[src/rtl/hamming_pkg.sv]
// rtl/hamming_pkg.sv - Hamming(12,8) constants, decode result type and syndrome/extract helpers
package hamming_pkg;

    localparam int CW_BITS   = 12;
    localparam int DATA_BITS = 8;

    localparam int PARITY_POS [0:3] = '{1, 2, 4, 8};
    localparam int DATA_POS   [0:7] = '{3, 5, 6, 7, 9, 10, 11, 12};

    typedef struct packed {
        logic                 uncorrectable;
        logic                 corrected;
        logic [3:0]           syndrome;
        logic [DATA_BITS-1:0] data;
    } dec_result_t;

    // XOR of the positions of all set bits equals the per-bit parity-group syndrome.
    function automatic logic [3:0] hamming_syndrome(input logic [CW_BITS-1:0] cw);
        logic [3:0] s;
        s = 4'd0;
        for (int p = 1; p <= CW_BITS; p++) begin
            if (cw[p-1]) s = s ^ p[3:0];
        end
        return s;
    endfunction

    function automatic logic [DATA_BITS-1:0] extract_data(input logic [CW_BITS-1:0] cw);
        logic [DATA_BITS-1:0] d;
        for (int i = 0; i < DATA_BITS; i++) begin
            d[i] = cw[DATA_POS[i]-1];
        end
        return d;
    endfunction

endpackage

[src/rtl/hamming_serial_rx_if.sv]
// rtl/hamming_serial_rx_if.sv - valid/ready payload channel carrying the corrected frame and its status
interface hamming_serial_rx_if;
    import hamming_pkg::*;

    logic [DATA_BITS-1:0] data_out;
    logic                 data_valid;
    logic                 data_ready;
    logic [3:0]           syndrome;
    logic                 err_corrected;
    logic                 err_uncorrectable;

    modport master (
        output data_out, data_valid, syndrome, err_corrected, err_uncorrectable,
        input  data_ready
    );

    modport slave (
        input  data_out, data_valid, syndrome, err_corrected, err_uncorrectable,
        output data_ready
    );
endinterface

[src/rtl/hamming_syndrome_calc.sv]
// rtl/hamming_syndrome_calc.sv - combinational syndrome and single-bit-corrected payload of a 12-bit codeword
module hamming_syndrome_calc
    import hamming_pkg::*;
(
    input  logic [CW_BITS-1:0]   cw,
    output logic [3:0]           syndrome,
    output logic [DATA_BITS-1:0] data
);

    logic [CW_BITS-1:0] fixed_cw;

    always_comb begin
        syndrome = hamming_syndrome(cw);
        fixed_cw = cw;
        // Syndromes 13..15 point outside the codeword: pass the raw payload through.
        if (syndrome >= 4'd1 && syndrome <= 4'd12) begin
            fixed_cw[syndrome - 4'd1] = ~cw[syndrome - 4'd1];
        end
        data = extract_data(fixed_cw);
    end

endmodule

[src/rtl/hamming_serial_rx.sv]
// rtl/hamming_serial_rx.sv - bit-serial Hamming(12,8) receiver with single-error correction and one-entry output buffer
module hamming_serial_rx #(
    parameter int CW_BITS   = 12,
    parameter int DATA_BITS = 8
) (
    input  logic                       clk,
    input  logic                       reset,
    input  logic                       rx_bit,
    input  logic                       rx_valid,
    input  logic                       rx_sof,
    hamming_serial_rx_if.master        rx_out,
    output logic                       overrun,
    output logic                       frame_abort
);
    import hamming_pkg::*;

    if (CW_BITS != 12 || DATA_BITS != 8) begin : g_bad_param
        $error("hamming_serial_rx supports only CW_BITS=12, DATA_BITS=8");
    end

    localparam logic [1:0] ST_IDLE   = 2'd0;
    localparam logic [1:0] ST_SHIFT  = 2'd1;
    localparam logic [1:0] ST_DECODE = 2'd2;

    logic [1:0]          state;
    logic [3:0]          bit_cnt;
    logic [11:0]         shift_reg;
    logic [3:0]          calc_syn;
    logic [7:0]          calc_data;
    dec_result_t         dec_comb;
    dec_result_t         dec_q;
    logic                dec_pend;

    hamming_syndrome_calc u_calc (
        .cw       (shift_reg),
        .syndrome (calc_syn),
        .data     (calc_data)
    );

    always_comb begin
        dec_comb.data          = calc_data;
        dec_comb.syndrome      = calc_syn;
        dec_comb.corrected     = (calc_syn >= 4'd1) && (calc_syn <= 4'd12);
        dec_comb.uncorrectable = (calc_syn >= 4'd13);
    end

    always_ff @(posedge clk or posedge reset) begin
        if (reset) begin
            state       <= ST_IDLE;
            bit_cnt     <= 4'd0;
            shift_reg   <= 12'd0;
            dec_q       <= '0;
            dec_pend    <= 1'b0;
            frame_abort <= 1'b0;
        end else begin
            frame_abort <= 1'b0;
            dec_pend    <= 1'b0;
            case (state)
                ST_IDLE: begin
                    if (rx_valid && rx_sof) begin
                        shift_reg <= {11'd0, rx_bit};
                        bit_cnt   <= 4'd1;
                        state     <= ST_SHIFT;
                    end
                end
                ST_SHIFT: begin
                    if (rx_valid && rx_sof) begin
                        frame_abort <= 1'b1;
                        shift_reg   <= {11'd0, rx_bit};
                        bit_cnt     <= 4'd1;
                    end else if (rx_valid) begin
                        shift_reg[bit_cnt] <= rx_bit;
                        if (bit_cnt == 4'd11) begin
                            bit_cnt <= 4'd0;
                            state   <= ST_DECODE;
                        end else begin
                            bit_cnt <= bit_cnt + 4'd1;
                        end
                    end
                end
                ST_DECODE: begin
                    dec_q    <= dec_comb;
                    dec_pend <= 1'b1;
                    state    <= ST_IDLE;
                end
                default: state <= ST_IDLE;
            endcase
        end
    end

    // A pending result lands in the buffer unless the consumer is still holding off a full one.
    always_ff @(posedge clk or posedge reset) begin
        if (reset) begin
            rx_out.data_out          <= '0;
            rx_out.data_valid        <= 1'b0;
            rx_out.syndrome          <= 4'd0;
            rx_out.err_corrected     <= 1'b0;
            rx_out.err_uncorrectable <= 1'b0;
            overrun                  <= 1'b0;
        end else begin
            overrun <= 1'b0;
            if (dec_pend && rx_out.data_valid && !rx_out.data_ready) begin
                overrun <= 1'b1;
            end else if (dec_pend) begin
                rx_out.data_out          <= dec_q.data;
                rx_out.syndrome          <= dec_q.syndrome;
                rx_out.err_corrected     <= dec_q.corrected;
                rx_out.err_uncorrectable <= dec_q.uncorrectable;
                rx_out.data_valid        <= 1'b1;
            end else if (rx_out.data_valid && rx_out.data_ready) begin
                rx_out.data_valid <= 1'b0;
            end
        end
    end

endmodule

[src/flat_wrapper.sv]
// flat-port wrapper written by rule: the top's interface ports become plain ports
module hamming_serial_rx_flat import hamming_pkg::*;
#(
    parameter int CW_BITS   = 12,
    parameter int DATA_BITS = 8
)
  (clk, reset, rx_bit, rx_valid, rx_sof, overrun, frame_abort, rx_out_data_out, rx_out_data_valid, rx_out_syndrome, rx_out_err_corrected, rx_out_err_uncorrectable, rx_out_data_ready);
  hamming_serial_rx_if rx_out_i ();
  input  logic clk;
  input  logic reset;
  input  logic rx_bit;
  input  logic rx_valid;
  input  logic rx_sof;
  output logic overrun;
  output logic frame_abort;
  output wire logic [$bits(rx_out_i.data_out)-1:0] rx_out_data_out;
  output wire logic [$bits(rx_out_i.data_valid)-1:0] rx_out_data_valid;
  output wire logic [$bits(rx_out_i.syndrome)-1:0] rx_out_syndrome;
  output wire logic [$bits(rx_out_i.err_corrected)-1:0] rx_out_err_corrected;
  output wire logic [$bits(rx_out_i.err_uncorrectable)-1:0] rx_out_err_uncorrectable;
  input wire logic [$bits(rx_out_i.data_ready)-1:0] rx_out_data_ready;
  assign rx_out_data_out = rx_out_i.data_out;
  assign rx_out_data_valid = rx_out_i.data_valid;
  assign rx_out_syndrome = rx_out_i.syndrome;
  assign rx_out_err_corrected = rx_out_i.err_corrected;
  assign rx_out_err_uncorrectable = rx_out_i.err_uncorrectable;
  assign rx_out_i.data_ready = rx_out_data_ready;
  hamming_serial_rx #(.CW_BITS(CW_BITS), .DATA_BITS(DATA_BITS)) u_core (.clk(clk), .reset(reset), .rx_bit(rx_bit), .rx_valid(rx_valid), .rx_sof(rx_sof), .rx_out(rx_out_i), .overrun(overrun), .frame_abort(frame_abort));
endmodule
[config.mk]
export PLATFORM = sky130hd
export DESIGN_NAME = hamming_serial_rx_flat
export DESIGN_NICKNAME = d
export VERILOG_FILES = /design/src/rtl/hamming_pkg.sv /design/src/rtl/hamming_serial_rx_if.sv /design/src/rtl/hamming_syndrome_calc.sv /design/src/rtl/hamming_serial_rx.sv /design/src/flat_wrapper.sv
export SDC_FILE = /design/constraint.sdc
export NUM_CORES = 1
export LEC_CHECK = 0
export CAP_MARGIN = 20
export CORE_ASPECT_RATIO = 1.25
export CORE_UTILIZATION = 41
export DETAILED_ROUTE_END_ITERATION = 10
export GPL_TIMING_DRIVEN = 0
export HOLD_SLACK_MARGIN = 0.03
export PLACE_DENSITY = 0.59
export SYNTH_ARGS = -nofsm -noshare
export SYNTH_HDL_FRONTEND = slang
export SYNTH_SLANG_ARGS = --single-unit
[constraint.sdc]
create_clock -name clk -period 5.5 [get_ports clk]
set_input_delay 1.1 -clock clk [delete_from_list [all_inputs] [get_ports clk]]
set_output_delay 1.1 -clock clk [all_outputs]
set_load 0.01 [all_outputs]
==> reports/metrics.cfg <==
[cells_and_area]
final_cells = 384
drive_gt1_share_pct = 12.4
nets = 313
utilization_pct = 50.5
largest_reg_flops = 14
final_cell_area_um2 = 3200
syn_to_final_growth_pct = 16.7
antennaDiodeCount = 0

[pwr]
p_int_mw = 0.652
power_frac_seq_pct = 39.5
vdd_drop_max_mv = 0.184
power_mw = 1.01
p_comb_share_pct = 34.9
p_clk_share_pct = 25.6
p_leak_nw = 1.42
swShare_pct = 35.3
p_sw_mw = 0.356
power.density_nw_per_um2 = 315

[setup_path]
arrival_ns = 3.21
crit_required_ns = 5.68
cp-end-kind = register
start_kind = register
crit_type = register to register
crit_path_max_fanout = 7

[placement]
place_ws_ns = 2.50
gp_congestion = 0.862
dp_cells = 376
dpl-instance-area_um2 = 3090
hpwlAfterDp_um = 3950
io_buffers = 22

[logic_synthesis]
synth_area_um2 = 2740
syn_inst = 268
synth_area_leaders = dfrtp_1 (46%), nand2_1 (6.4%), mux2_2 (6.2%), ha_1 (4.1%), o21ai_0 (4.0%)
yosys.area.top_type_share_pct = 45.7
ys_seq_area_share_pct = 45.7
yosysWarnings = 0
ys_types = 50
ys_seq_elements = 50
synthFlopType = dfrtp_1
avgSynthCellArea_um2 = 10.2
synth_edf_count = 0
synth_area_leader_cell = dfrtp_1
syn-num-nets = 283
synthArstFlopShare_pct = 100

[timing]
fin_skew_ns = 0.00752
slew_viol_final = 0
whs_ns = 0.476
rsz0062_at_grt = no
layout_setup_ws_ns = 2.47
hold_viol = 0
relSlewSlack_pct = 59.9
fin_crit_sh_pct = 55.0
period_needed_ns = 3.03
setup_viol = 0
max_freq_ghz = 0.330
max_slew.worst_pin.slew_ns = 0.601
fin_setup_tns_ns = 0

[cts]
clock-root-buffer = clkbuf_8
cts.sinks = 50
cts_max_level = 2
cts_tree = built
cts.hold.buffers_added = 0
clk_pin_slew_worst_paths_ns = 0.09
cts_max_path_buffers = 2
post_cts_buffers = 0
cts.repair.resized = 0
clk_latency_ns = 0.31
cts_buffers = 5

[die]
initial_core_util_pct = 43.3
coreArea_um2 = 6330
dieArea_um2 = 7010
num_io_pins = 23
die_h_um = 93.4
die_w_um = 75.1
rows = 32

[global_routing]
track_usage_pct = 17.5
grt_max_degree = 28
grt_pass1_wl_um = 9340
overflow = 0
grt_pass1_vias = 2048
antenna_found_initial = 0

[worst_hold_path]
holdCritPathClass = register to register

[routing]
viasPerCell = 5.20
firstDrtPassIters = 4
drt_iter0_markers = 118
ant_nets = 0
drt_drc_violations_left = 0
routed_wl_um = 5220
wl_per_cell_um = 13.6
via_count = 1998

[status]
status = finished clean

[run]
timing.max_cap.violations = 0

==> layer usage <==
layer	GRT usage, %	wire length [µm]
met5	0	0
met1	19.9	2230
met3	2.91	107
met2	32.1	2800
met4	6.13	86
==> path summary, 6_finish.rpt <==
kind	from	to	slack (ns)	depth (start not counted)
hold reg to reg	u_core.state[1]$_DFFE_PP0P_	u_core.state[0]$_DFFE_PP0P_	0.48	1
min in group asynchronous	reset	u_core.state[0]$_DFFE_PP0P_	1.14	2
setup / recovery	u_core.shift_reg[9]$_DFFE_PP0P_	u_core.dec_q[7]$_DFFE_PP0P_	2.47	9
setup reg to reg	u_core.shift_reg[9]$_DFFE_PP0P_	u_core.dec_q[7]$_DFFE_PP0P_	2.47	9
hold / removal	u_core.state[1]$_DFFE_PP0P_	u_core.state[0]$_DFFE_PP0P_	0.48	1
max in group asynchronous	reset	u_core.dec_q[12]$_DFFE_PP0P_	3.84	3
==> critical path: stages (launching register included) <==
cell	delay [ns]
dfrtp_1	0.33
clkbuf_1	0.29
xnor2_1	0.19
xor3_1	0.47
ha_1	0.49
a21oi_1	0.10
o311ai_0	0.32
nor2_1	0.12
o31ai_1	0.43
o211ai_1	0.16
==> placed cells by master, fill, tap and decap left out, drive strengths merged, types with 4 or more instances in the layout <==
master	synthesis	layout
nand2	47	47
clkbuf	7	13
nor3	4	4
o21ai	22	22
xnor2	12	12
mux2	15	15
inv	12	12
ha	9	9
clkdlybuf4s50	0	22
dfrtp	50	50
a32o	6	6
o211ai	4	4
nor2	13	13
nand3	9	9
nand2b	4	4
a21oi	12	12
==> cells by family after synthesis <==
group           after synthesis  synth area share (%)
fa+ha+maj                     9                  4.11
flops                        50                  45.7
compound gates               63                  15.5
buf+inv                      22                  3.06
xor+xnor                     18                  8.82
simple gates                 88                  14.7
mux                          18                  8.18
==> power by group through the flow <==
| stage | combinational [mW] | sequential [mW] | clock [mW] |
|---|---|---|---|
| 2_1_floorplan | 0.282 | 0.401 | 0 |
| 3_3_place_gp | 0.346 | 0.405 | 0 |
| 3_5_place_dp | 0.353 | 0.405 | 0 |
| 4_1_cts | 0.354 | 0.398 | 0.269 |
| 5_1_grt | 0.395 | 0.401 | 0.282 |
| 6_report | 0.351 | 0.398 | 0.258 |
==> area by class of cell <==
cell class	count	area (µm²)
well taps	85	106
repair buffers	23	240
fillers	602	3130
clock inverters	2	37.5
plain buffers	9	35.0
inverters	13	48.8
clock buffers	6	72.6
multi-input cells	196	1400
flip-flops and latches	50	1250
==> synthesized netlist by cell type (3+ instances only) <==
master,number
dfrtp_1,50
nand2_1,47
o21ai_0,22
mux2_2,15
a21oi_1,12
nor2_1,12
inv_1,11
ha_1,9
nand3_1,9
xnor2_1,8
clkbuf_1,7
a32o_1,6
nand2b_1,4
a31oi_1,3
nor2b_1,3
nor3_1,3
o211ai_1,3
xnor2_2,3
xor2_1,3
Note: power is estimated with default switching activity, not from simulation.
